**src/rtl/vga_timing_pkg.sv**
```systemverilog
// Shared video timing constants for the display pipeline.
// Downstream stages import this package so their edge tests stay aligned
// with the generator.
package vga_timing_pkg;

  // Width of every horizontal/vertical counter in the pipeline.
  localparam int COUNT_W = 11;

  // One bit wider than a count, so sync-window arithmetic cannot overflow.
  typedef logic [COUNT_W:0] wide_count_t;

  // XGA 1024x768 @ 60 Hz, 65 MHz pixel clock.
  localparam int XGA_H_ACTIVE     = 1024;
  localparam int XGA_H_SYNC_START = 1048;
  localparam int XGA_H_SYNC_LEN   = 136;
  localparam int XGA_H_TOTAL      = 1344;
  localparam int XGA_V_ACTIVE     = 768;
  localparam int XGA_V_SYNC_START = 771;
  localparam int XGA_V_SYNC_LEN   = 6;
  localparam int XGA_V_TOTAL      = 806;

  // SVGA 800x600 @ 60 Hz, 40 MHz pixel clock (alternate mode).
  localparam int SVGA_H_ACTIVE     = 800;
  localparam int SVGA_H_SYNC_START = 840;
  localparam int SVGA_H_SYNC_LEN   = 128;
  localparam int SVGA_H_TOTAL      = 1056;
  localparam int SVGA_V_ACTIVE     = 600;
  localparam int SVGA_V_SYNC_START = 601;
  localparam int SVGA_V_SYNC_LEN   = 4;
  localparam int SVGA_V_TOTAL      = 628;

  // True when value lies in [start, start+len-1]. The subtraction is done one
  // bit wider, so a value below start wraps to a large offset (>= len).
  function automatic logic in_window(input logic [COUNT_W-1:0] value,
                                     input int start, input int len);
    wide_count_t offset;
    offset = {1'b0, value} - wide_count_t'(start);
    return offset < wide_count_t'(len);
  endfunction

endpackage

```
**src/rtl/vga_axis_counter.sv**
```systemverilog
// One timing axis: a wrapping counter plus its registered sync and blanking
// flags. The flags are computed from the next count, so they always describe
// the count presented in the same cycle.
module vga_axis_counter
  import vga_timing_pkg::*;
#(
  parameter int ACTIVE     = XGA_H_ACTIVE,
  parameter int SYNC_START = XGA_H_SYNC_START,
  parameter int SYNC_LEN   = XGA_H_SYNC_LEN,
  parameter int TOTAL      = XGA_H_TOTAL
) (
  input  logic               pclk,
  input  logic               rst,
  input  logic               step,
  output logic [COUNT_W-1:0] count,
  output logic               sync,
  output logic               blnk,
  output logic               wrap
);

  localparam logic [COUNT_W-1:0] LAST     = COUNT_W'(TOTAL - 1);
  localparam logic [COUNT_W-1:0] ACTIVE_C = COUNT_W'(ACTIVE);

  logic [COUNT_W-1:0] count_next;

  // Wrap is asserted on the step that takes the counter from its last value to 0.
  always_comb begin
    wrap = step && (count == LAST);
  end

  // Next count: hold, increment, or wrap to zero.
  always_comb begin
    count_next = count;
    if (wrap) begin
      count_next = '0;
    end else if (step) begin
      count_next = count + COUNT_W'(1);
    end
  end

  // Register the count and the flags derived from the same next value.
  always_ff @(posedge pclk or posedge rst) begin
    if (rst) begin
      count <= '0;
      sync  <= 1'b0;
      blnk  <= 1'b0;
    end else begin
      count <= count_next;
      sync  <= in_window(count_next, SYNC_START, SYNC_LEN);
      blnk  <= (count_next >= ACTIVE_C);
    end
  end

endmodule

```
**src/rtl/vga_timing_gen.sv**
```systemverilog
// Free-running video timing source: counters, active-high syncs, blanking
// and a one-cycle frame-start tick, all registered on pclk. The stream is
// continuous; there is no enable or handshake.
module vga_timing_gen
  import vga_timing_pkg::*;
#(
  parameter int H_ACTIVE     = XGA_H_ACTIVE,
  parameter int H_SYNC_START = XGA_H_SYNC_START,
  parameter int H_SYNC_LEN   = XGA_H_SYNC_LEN,
  parameter int H_TOTAL      = XGA_H_TOTAL,
  parameter int V_ACTIVE     = XGA_V_ACTIVE,
  parameter int V_SYNC_START = XGA_V_SYNC_START,
  parameter int V_SYNC_LEN   = XGA_V_SYNC_LEN,
  parameter int V_TOTAL      = XGA_V_TOTAL
) (
  input  logic        pclk,
  input  logic        rst,
  output logic [10:0] hcount_out,
  output logic [10:0] vcount_out,
  output logic        hsync_out,
  output logic        vsync_out,
  output logic        hblnk_out,
  output logic        vblnk_out,
  output logic        frame_start_out
);

  logic h_wrap;
  logic v_wrap;

  // Horizontal axis steps every pixel clock.
  vga_axis_counter #(
    .ACTIVE     (H_ACTIVE),
    .SYNC_START (H_SYNC_START),
    .SYNC_LEN   (H_SYNC_LEN),
    .TOTAL      (H_TOTAL)
  ) u_h_axis (
    .pclk  (pclk),
    .rst   (rst),
    .step  (1'b1),
    .count (hcount_out),
    .sync  (hsync_out),
    .blnk  (hblnk_out),
    .wrap  (h_wrap)
  );

  // Vertical axis steps once per line, on the horizontal wrap.
  vga_axis_counter #(
    .ACTIVE     (V_ACTIVE),
    .SYNC_START (V_SYNC_START),
    .SYNC_LEN   (V_SYNC_LEN),
    .TOTAL      (V_TOTAL)
  ) u_v_axis (
    .pclk  (pclk),
    .rst   (rst),
    .step  (h_wrap),
    .count (vcount_out),
    .sync  (vsync_out),
    .blnk  (vblnk_out),
    .wrap  (v_wrap)
  );

  // Frame tick lands on the cycle the counters present (0,0) after a full
  // frame; the reset state never produces it.
  always_ff @(posedge pclk or posedge rst) begin
    if (rst) begin
      frame_start_out <= 1'b0;
    end else begin
      frame_start_out <= h_wrap & v_wrap;
    end
  end

endmodule

```
**config.mk**
```make
export PLATFORM = sky130hd
export DESIGN_NAME = vga_timing_gen
export DESIGN_NICKNAME = d
export VERILOG_FILES = /design/src/rtl/vga_timing_pkg.sv /design/src/rtl/vga_axis_counter.sv /design/src/rtl/vga_timing_gen.sv
export SDC_FILE = /design/constraint.sdc
export NUM_CORES = 1
export LEC_CHECK = 0
export ABC_AREA = 1
export BUFFER_PORTS_ARGS = -buffer_cell sky130_fd_sc_hd__buf_2
export CORE_ASPECT_RATIO = 0.7
export CORE_MARGIN = 2
export CORE_UTILIZATION = 30
export CTS_CLUSTER_SIZE = 28
export DETAILED_ROUTE_END_ITERATION = 16
export GPL_ROUTABILITY_DRIVEN = 0
export MAX_ROUTING_LAYER = met4
export PLACE_DENSITY = 0.6
export SKIP_LAST_GASP = 1
export SYNTH_ARGS = -nofsm -noshare
export SYNTH_HDL_FRONTEND = slang
export SYNTH_SLANG_ARGS = --single-unit
```
**constraint.sdc**
```tcl
create_clock -name pclk -period 2.2 [get_ports pclk]
set_input_delay 0 -clock pclk [delete_from_list [all_inputs] [get_ports pclk]]
set_output_delay 0 -clock pclk [all_outputs]
set_load 0.02 [all_outputs]
```
==> results_dict.tcl, run 1 <==
set metrics [dict create \
    routed-via-count 1800 \
    num_rows 24 \
    critical_path_class "reg -> reg" \
    ff2ff_setup_slack_ns 0.21 \
    synth_cell_types 25 \
    tightest_slew_ns 0.3416 \
    start_util 0.3078 \
    power.internal_mw 0.6407 \
    syn-num-nets 282 \
    status "complete, no violations" \
    period_minus_slack_ns 1.986 \
    numCtsBuffers 3 \
    drc 0 \
    drtPass1Iterations 4 \
    syn2layout_area_growth_pct 16.29 \
    via_per_inst 4.663 \
    slew_viol_final 0 \
    final_cell_mix "84 x nand2_1, 43 x inv_1, 34 x nor2_1" \
    clk_root_buffer_cell "clkbuf_8" \
    fill_cells 668 \
    crit_path_start_kind "flip-flop" \
    synth.area.top_cells "dfrtp_1 34%, nand2_1 17%, inv_1 8.5%" \
    synth_area_sq_um 1904 \
    p_comb_frac 0.016 \
    tns_ns 0 \
    max_freq_mhz 503.4 \
    die-height_um 70.66 \
    h-tree-depth 1 \
    clk_pin_slew_ns 0.09 \
    end_kind "flip-flop" \
    die_area_sq_um 7011 \
    die_x_um 99.23 \
    clk_path_buf_depth 2 \
    worstSkewPairLatency_ns 0.27 \
    synth-main-ff-cell "dfrtp_1" \
    async_flop_share 1.000 \
    switchingPower_mw 0.1625 \
    drv_cap 0 \
    multiInputGateArea_sq_um 1077 \
    synth_cells 276 \
    hold_violations 0 \
    ios 29 \
    core_sq_um 6186 \
    seqPwrFrac 0.594 \
    r2r_end "u_h_axis.sync" \
    crit_end "u_h_axis.sync" \
    yosysSeqAreaShare 0.3417 \
    synth_top_area_share 0.3417 \
    antennaDiodeCount 0 \
    p_per_area_nw_per_um2 362.6 \
    rsz0062_at_grt "false" \
    grt_pass1_vias 1691 \
    clock_sinks 26 \
    final_common_cell "nand2_1" \
    crit_required_ns 2.41 \
    drt-initial-drc-count 157 \
    clock_power_share 0.390 \
    wl_met3_um 213 \
    wl_per_cell_um 12.20 \
    slew_headroom 0.7714 \
    peakVddDrop_mv 0.1576 \
    synth_edf_count 0 \
    ys_ff_latch 26 \
    grt_usage 0.1486 \
    swShare 0.2023 \
    antenna_found_initial 0 \
    ant_nets 0 \
    dp.cells 381 \
    cts_tree "yes" \
    crit_fanout 5 \
    ys_warn_count 0 \
    wl_met1_um 2496 \
    grt_max_degree 27 \
    final_cells 386 \
    dpl.hpwl_um 3792 \
    power.leakage_nw 1.266 \
    post_cts_buffers 0 \
    route.met2.wl_um 1953 \
    grt-ovfl-total 0 \
    hold_path_class "in -> async" \
    setup_viol 0 \
    io_buffers 28 \
    post-route-util 0.3580 \
    grt_pass1_wl_um 8190 \
    layout.nets 315 \
    reg2regPathDepth 12 \
    skew_ns 0.004355 \
    worstPathArrival_ns 2.20 \
    avgSynthCellArea_sq_um 6.900 \
    regToRegStartpoint "u_h_axis.count[0]" \
    top_layer_used "met4" \
    min_period_over_period 0.9029 \
    post_route_cells_drive_above_1_share 0.2175 \
    regArea_sq_um 650.6 \
    critPathLaunch "u_h_axis.count[0]" \
    synth_area_leader_cell "dfrtp_1" \
    drt_wl_total_um 4708 \
]
[worst min-delay path by stage]
stage	from	to
after CTS	rst	u_v_axis.count[2]
after global routing	rst	u_h_axis.count[2]
final	rst	u_v_axis.count[2]
after detailed placement	rst	u_v_axis.count[2]
after floorplan	rst	frame_start_out
after global placement	rst	u_h_axis.count[1]
[state kept, by name, indices dropped and copies added, names as in the netlist]
| name | cells |
|---|---|
| frame_start_out | 1 |
| u_h_axis.blnk | 1 |
| u_h_axis.count | 10 |
| u_h_axis.sync | 1 |
| u_v_axis.blnk | 1 |
| u_v_axis.count | 11 |
| u_v_axis.sync | 1 |
[area by class of cell]
type                    instances  area share
well taps                      78     0.04407
repair buffers                 31     0.07458
flip-flops and latches         26      0.2938
inverters                      45     0.07627
multi-input cells             202      0.4864
clock buffers                   4     0.02486
[logic make-up (layout without fill, tap and decap cells)]
logic type                 after synthesis  count (layout)  share of synthesized area
buffers and inverters                   48              80                    0.09790
and+or+nand+nor                        182             182                     0.4790
xor gates and xnor gates                 5               5                    0.02300
adders and majority gates                4               4                    0.02628
DFF                                     26              26                     0.3417
AOI/OAI and AO/OA                       11              11                    0.03220
[layer usage]
metal / vias to the layer above / track usage
met5: - / -
met4: 0 / 0.04566
met3: 4 / 0.01877
met2: 40 / 0.2102
met1: 839 / 0.2207
li1: 917 / -
[cells in the mapped netlist, types with 2 or more instances]
cell     number
nand3_1      26
nand2_4       6
nor2_1       34
inv_2         2
nand2_1      84
buf_2         2
nor2_4        5
ha_1          4
nand2_2      11
nand3_2       2
inv_1        43
a21oi_1       4
xor2_1        5
o21ai_0       5
nand4_1       7
nor3_1        2
dfrtp_1      26
[timing repair]
| item | 4_1_cts | 5_1_grt |
|---|---|---|
| gates resized for setup | 0 | 2 |
| endpoints found under the setup margin | 0 | 2 |
| hold endpoints to repair | 26 | 0 |
| hold buffers | 1 | 0 |
[power by group through the flow]
| stage | combinational, mW | clock [mW] | sequential, mW |
|---|---|---|---|
| floorplan | 0.00710 | 0 | 0.487 |
| global placement | 0.0128 | 0 | 0.487 |
| detailed placement | 0.0126 | 0 | 0.487 |
| CTS | 0.0140 | 0.324 | 0.477 |
| global route | 0.0157 | 0.353 | 0.478 |
| finish | 0.0126 | 0.313 | 0.477 |
[per-stage QoR]
stage          cell area (sq um)  hold WS (ns)  setup WS [ns]  power (mW)
6_report                    2215        0.3120         0.2136      0.8031
3_5_place_dp                2140       0.08547         0.1550      0.4996
4_1_cts                     2205        0.3286         0.1283      0.8154
2_1_floorplan               1904       0.04002         0.1255      0.4940
5_1_grt                     2215        0.3548        0.04389      0.8466
3_3_place_gp                2140       0.08841         0.2139      0.4997
[worst max-delay path: stages, from the launching register on]
cell and delay (ns):
dfrtp_1 0.42, ha_2 0.29, nand2_2 0.09, nor2_4 0.14, nand2_4 0.09, nor2_8 0.11
nor2_1 0.07, ha_1 0.29, nor2_1 0.10, o21ai_0 0.09, nand2_1 0.06, nand4_1 0.07
nor2_1 0.11
(Power assumes the default switching activity.)
==> run 2: changes to the inputs <==
--- a/config.mk
+++ b/config.mk
@@ -15,7 +15,6 @@
 export GPL_ROUTABILITY_DRIVEN = 0
 export MAX_ROUTING_LAYER = met4
 export PLACE_DENSITY = 0.6
-export SKIP_LAST_GASP = 1
 export SYNTH_ARGS = -nofsm -noshare
 export SYNTH_HDL_FRONTEND = slang
 export SYNTH_SLANG_ARGS = --single-unit
==> constraint.sdc (replaced) <==
create_clock -name pclk -period 2.4 [get_ports pclk]
set_input_delay 0 -clock pclk [delete_from_list [all_inputs] [get_ports pclk]]
set_output_delay 0 -clock pclk [all_outputs]
set_load 0.02 [all_outputs]
==> run 2 against run 1 <==
Compared with the run above:
- clock-buffer cell count is 1 lower
- critical endpoint unchanged
- non-clock buffer count is 1 lower
- highest routed layer unchanged
- setup slack better by 0.015 ns
- register-to-register slack hardly changed
- global-route usage is 0.19 points lower
- sequential share of layout area hardly changed
- die area stayed put
- worst hold slack better by 0.0050 ns
- critical path depth stayed put
- final cell count is 0.26% lower
- total power is 2.6% higher
==> results_dict.tcl, run 2 (synthesized netlist as in run 1, its figures left out) <==
set metrics [dict create \
    slew_viol_final 0 \
    grt_pass1_wl_um 8211 \
    tns_ns 0 \
    slew_headroom 0.7560 \
    largestRegisters "u_v_axis.count: 11 flops, u_h_axis.count: 10 flops" \
    fill_cells 658 \
    worstPathArrival_ns 2.39 \
    post_cts_buffers 0 \
    grt_max_degree 27 \
    ios 29 \
    core_sq_um 6186 \
    p_total_mw 0.8244 \
    min_period_over_period 0.9049 \
    clk_path_buf_depth 2 \
    drt_wl_total_um 4752 \
    p_per_area_nw_per_um2 372.5 \
    drt-initial-drc-count 133 \
    clk_root_buffer_cell "clkbuf_8" \
    die_area_sq_um 7011 \
    post-route-util 0.3578 \
    layout.nets 314 \
    final_cells 385 \
    crit_path_start_kind "flip-flop" \
    skew_ns 0.01254 \
    max_freq_mhz 460.4 \
    routed-via-count 1803 \
    rsz0062_at_grt "false" \
    crit_fanout 8 \
    peakVddDrop_mv 0.1554 \
    tightest_slew_ns 0.3660 \
    io_buffers 28 \
    cpMaxStageDelayCell "dfrtp_1" \
    grt_usage 0.1467 \
    syn2layout_area_growth_pct 16.23 \
    post_route_cells_drive_above_1_share 0.2085 \
    hold_violations 0 \
    antenna_found_initial 0 \
    die-height_um 70.66 \
    drtPass1Iterations 4 \
    cts_tree "yes" \
    largest_register_ff_count 11 \
    final_cell_mix "84 x nand2_1, 43 x inv_1, 34 x nor2_1" \
    power.leakage_nw 1.267 \
    die_x_um 99.23 \
    path_common_cell "nor2_1" \
    start_util 0.3078 \
    top_register "u_v_axis.count" \
    drc 0 \
    critical_path_class "reg -> reg" \
    ff2ff_setup_slack_ns 0.23 \
    dp_slack_ns 0.2718 \
    period_minus_slack_ns 2.172 \
    worst_slack_ns 0.2282 \
    dpl.hpwl_um 3751 \
    h-tree-depth 1 \
    crit_required_ns 2.62 \
    hold_path_class "in -> async" \
    antennaDiodeCount 0 \
    via_per_inst 4.683 \
    clock_sinks 26 \
    worstPathCellList "ha_1 -> nand2_2 -> nor2_4 -> nand2_4 -> nor2_8 -> nor2_1 -> ha_1 -> nor2_1 -> o21ai_0 -> nand2_1 -> nand4_1 -> nor2_1" \
    regToRegStartpoint "u_h_axis.count[0]" \
    r2r_end "u_h_axis.sync" \
    final_common_cell "nand2_1" \
    clk_pin_slew_ns 0.10 \
    numCtsBuffers 3 \
    grt-ovfl-total 0 \
    worstSkewPairLatency_ns 0.28 \
    ant_nets 0 \
    dp.cells 380 \
    status "complete, no violations" \
    wl_per_cell_um 12.34 \
    slowest_delay_ns 0.43 \
    setup_viol 0 \
    num_rows 24 \
    drv_cap 0 \
    end_kind "flip-flop" \
    reg2regPathDepth 12 \
    grt_pass1_vias 1735 \
]
[run 2: through the flow]
step | hold WS (ns) | cell area (sq um)
4_1_cts | 0.3295 | 2213
5_1_grt | 0.3548 | 2213
3_3_place_gp | 0.08942 | 2132
2_1_floorplan | 0.04002 | 1904
3_5_place_dp | 0.09104 | 2132
6_report | 0.3169 | 2213
[run 2: worst max-delay path by stage]
stage,startpoint,end
2_1_floorplan,u_h_axis.count[0],u_h_axis.sync
3_3_place_gp,u_h_axis.count[0],u_h_axis.sync
3_5_place_dp,u_h_axis.count[0],u_h_axis.sync
4_1_cts,u_h_axis.count[0],u_h_axis.sync
5_1_grt,u_h_axis.count[0],u_h_axis.sync
6_report,u_h_axis.count[0],u_h_axis.sync
[run 2: repair_timing]
item / in CTS / in global routing
resized for setup: 0 / 0
endpoints found under the setup margin: 0 / 0
endpoints found under the hold margin: 26 / 0
hold buffers: 1 / 0
[run 2: worst max-delay path: cells and delay by family, from the launching register on]
kind | cells | cell delay, ns
compound gates | 1 | 0.09
fa+ha+maj | 2 | 0.63
flops | 1 | 0.43
simple gates | 9 | 0.96
[run 2: routing by layer]
layer  part of all wire  routed length (um)  vias up  track usage
li1                   -                   -      917            -
met1               0.54                2570      834       0.2231
met2               0.41                1958       50       0.2125
met3              0.041                 194        2      0.01186
met4             0.0061                  29        0      0.03196
met5                  0                   0        -            -
[run 2: final cells by class]
type / instances / area [sq um] / area share
inverter: 45 / 168.9 / 0.07631
multi-input combinational: 202 / 1067 / 0.4822
sequential: 26 / 650.6 / 0.2940
clock inverter: 1 / 30.03 / 0.01357
timing repair buffer: 30 / 157.7 / 0.07123
tap: 78 / 97.59 / 0.04409
clock buffer: 3 / 41.29 / 0.01865
[run 2: report_power, final]
| group | switching (mW) | internal, mW |
|---|---|---|
| logic | 0.00960 | 0.00283 |
| registers | 0 | 0.438 |
| clock network | 0.151 | 0.223 |
| total | 0.160 | 0.664 |
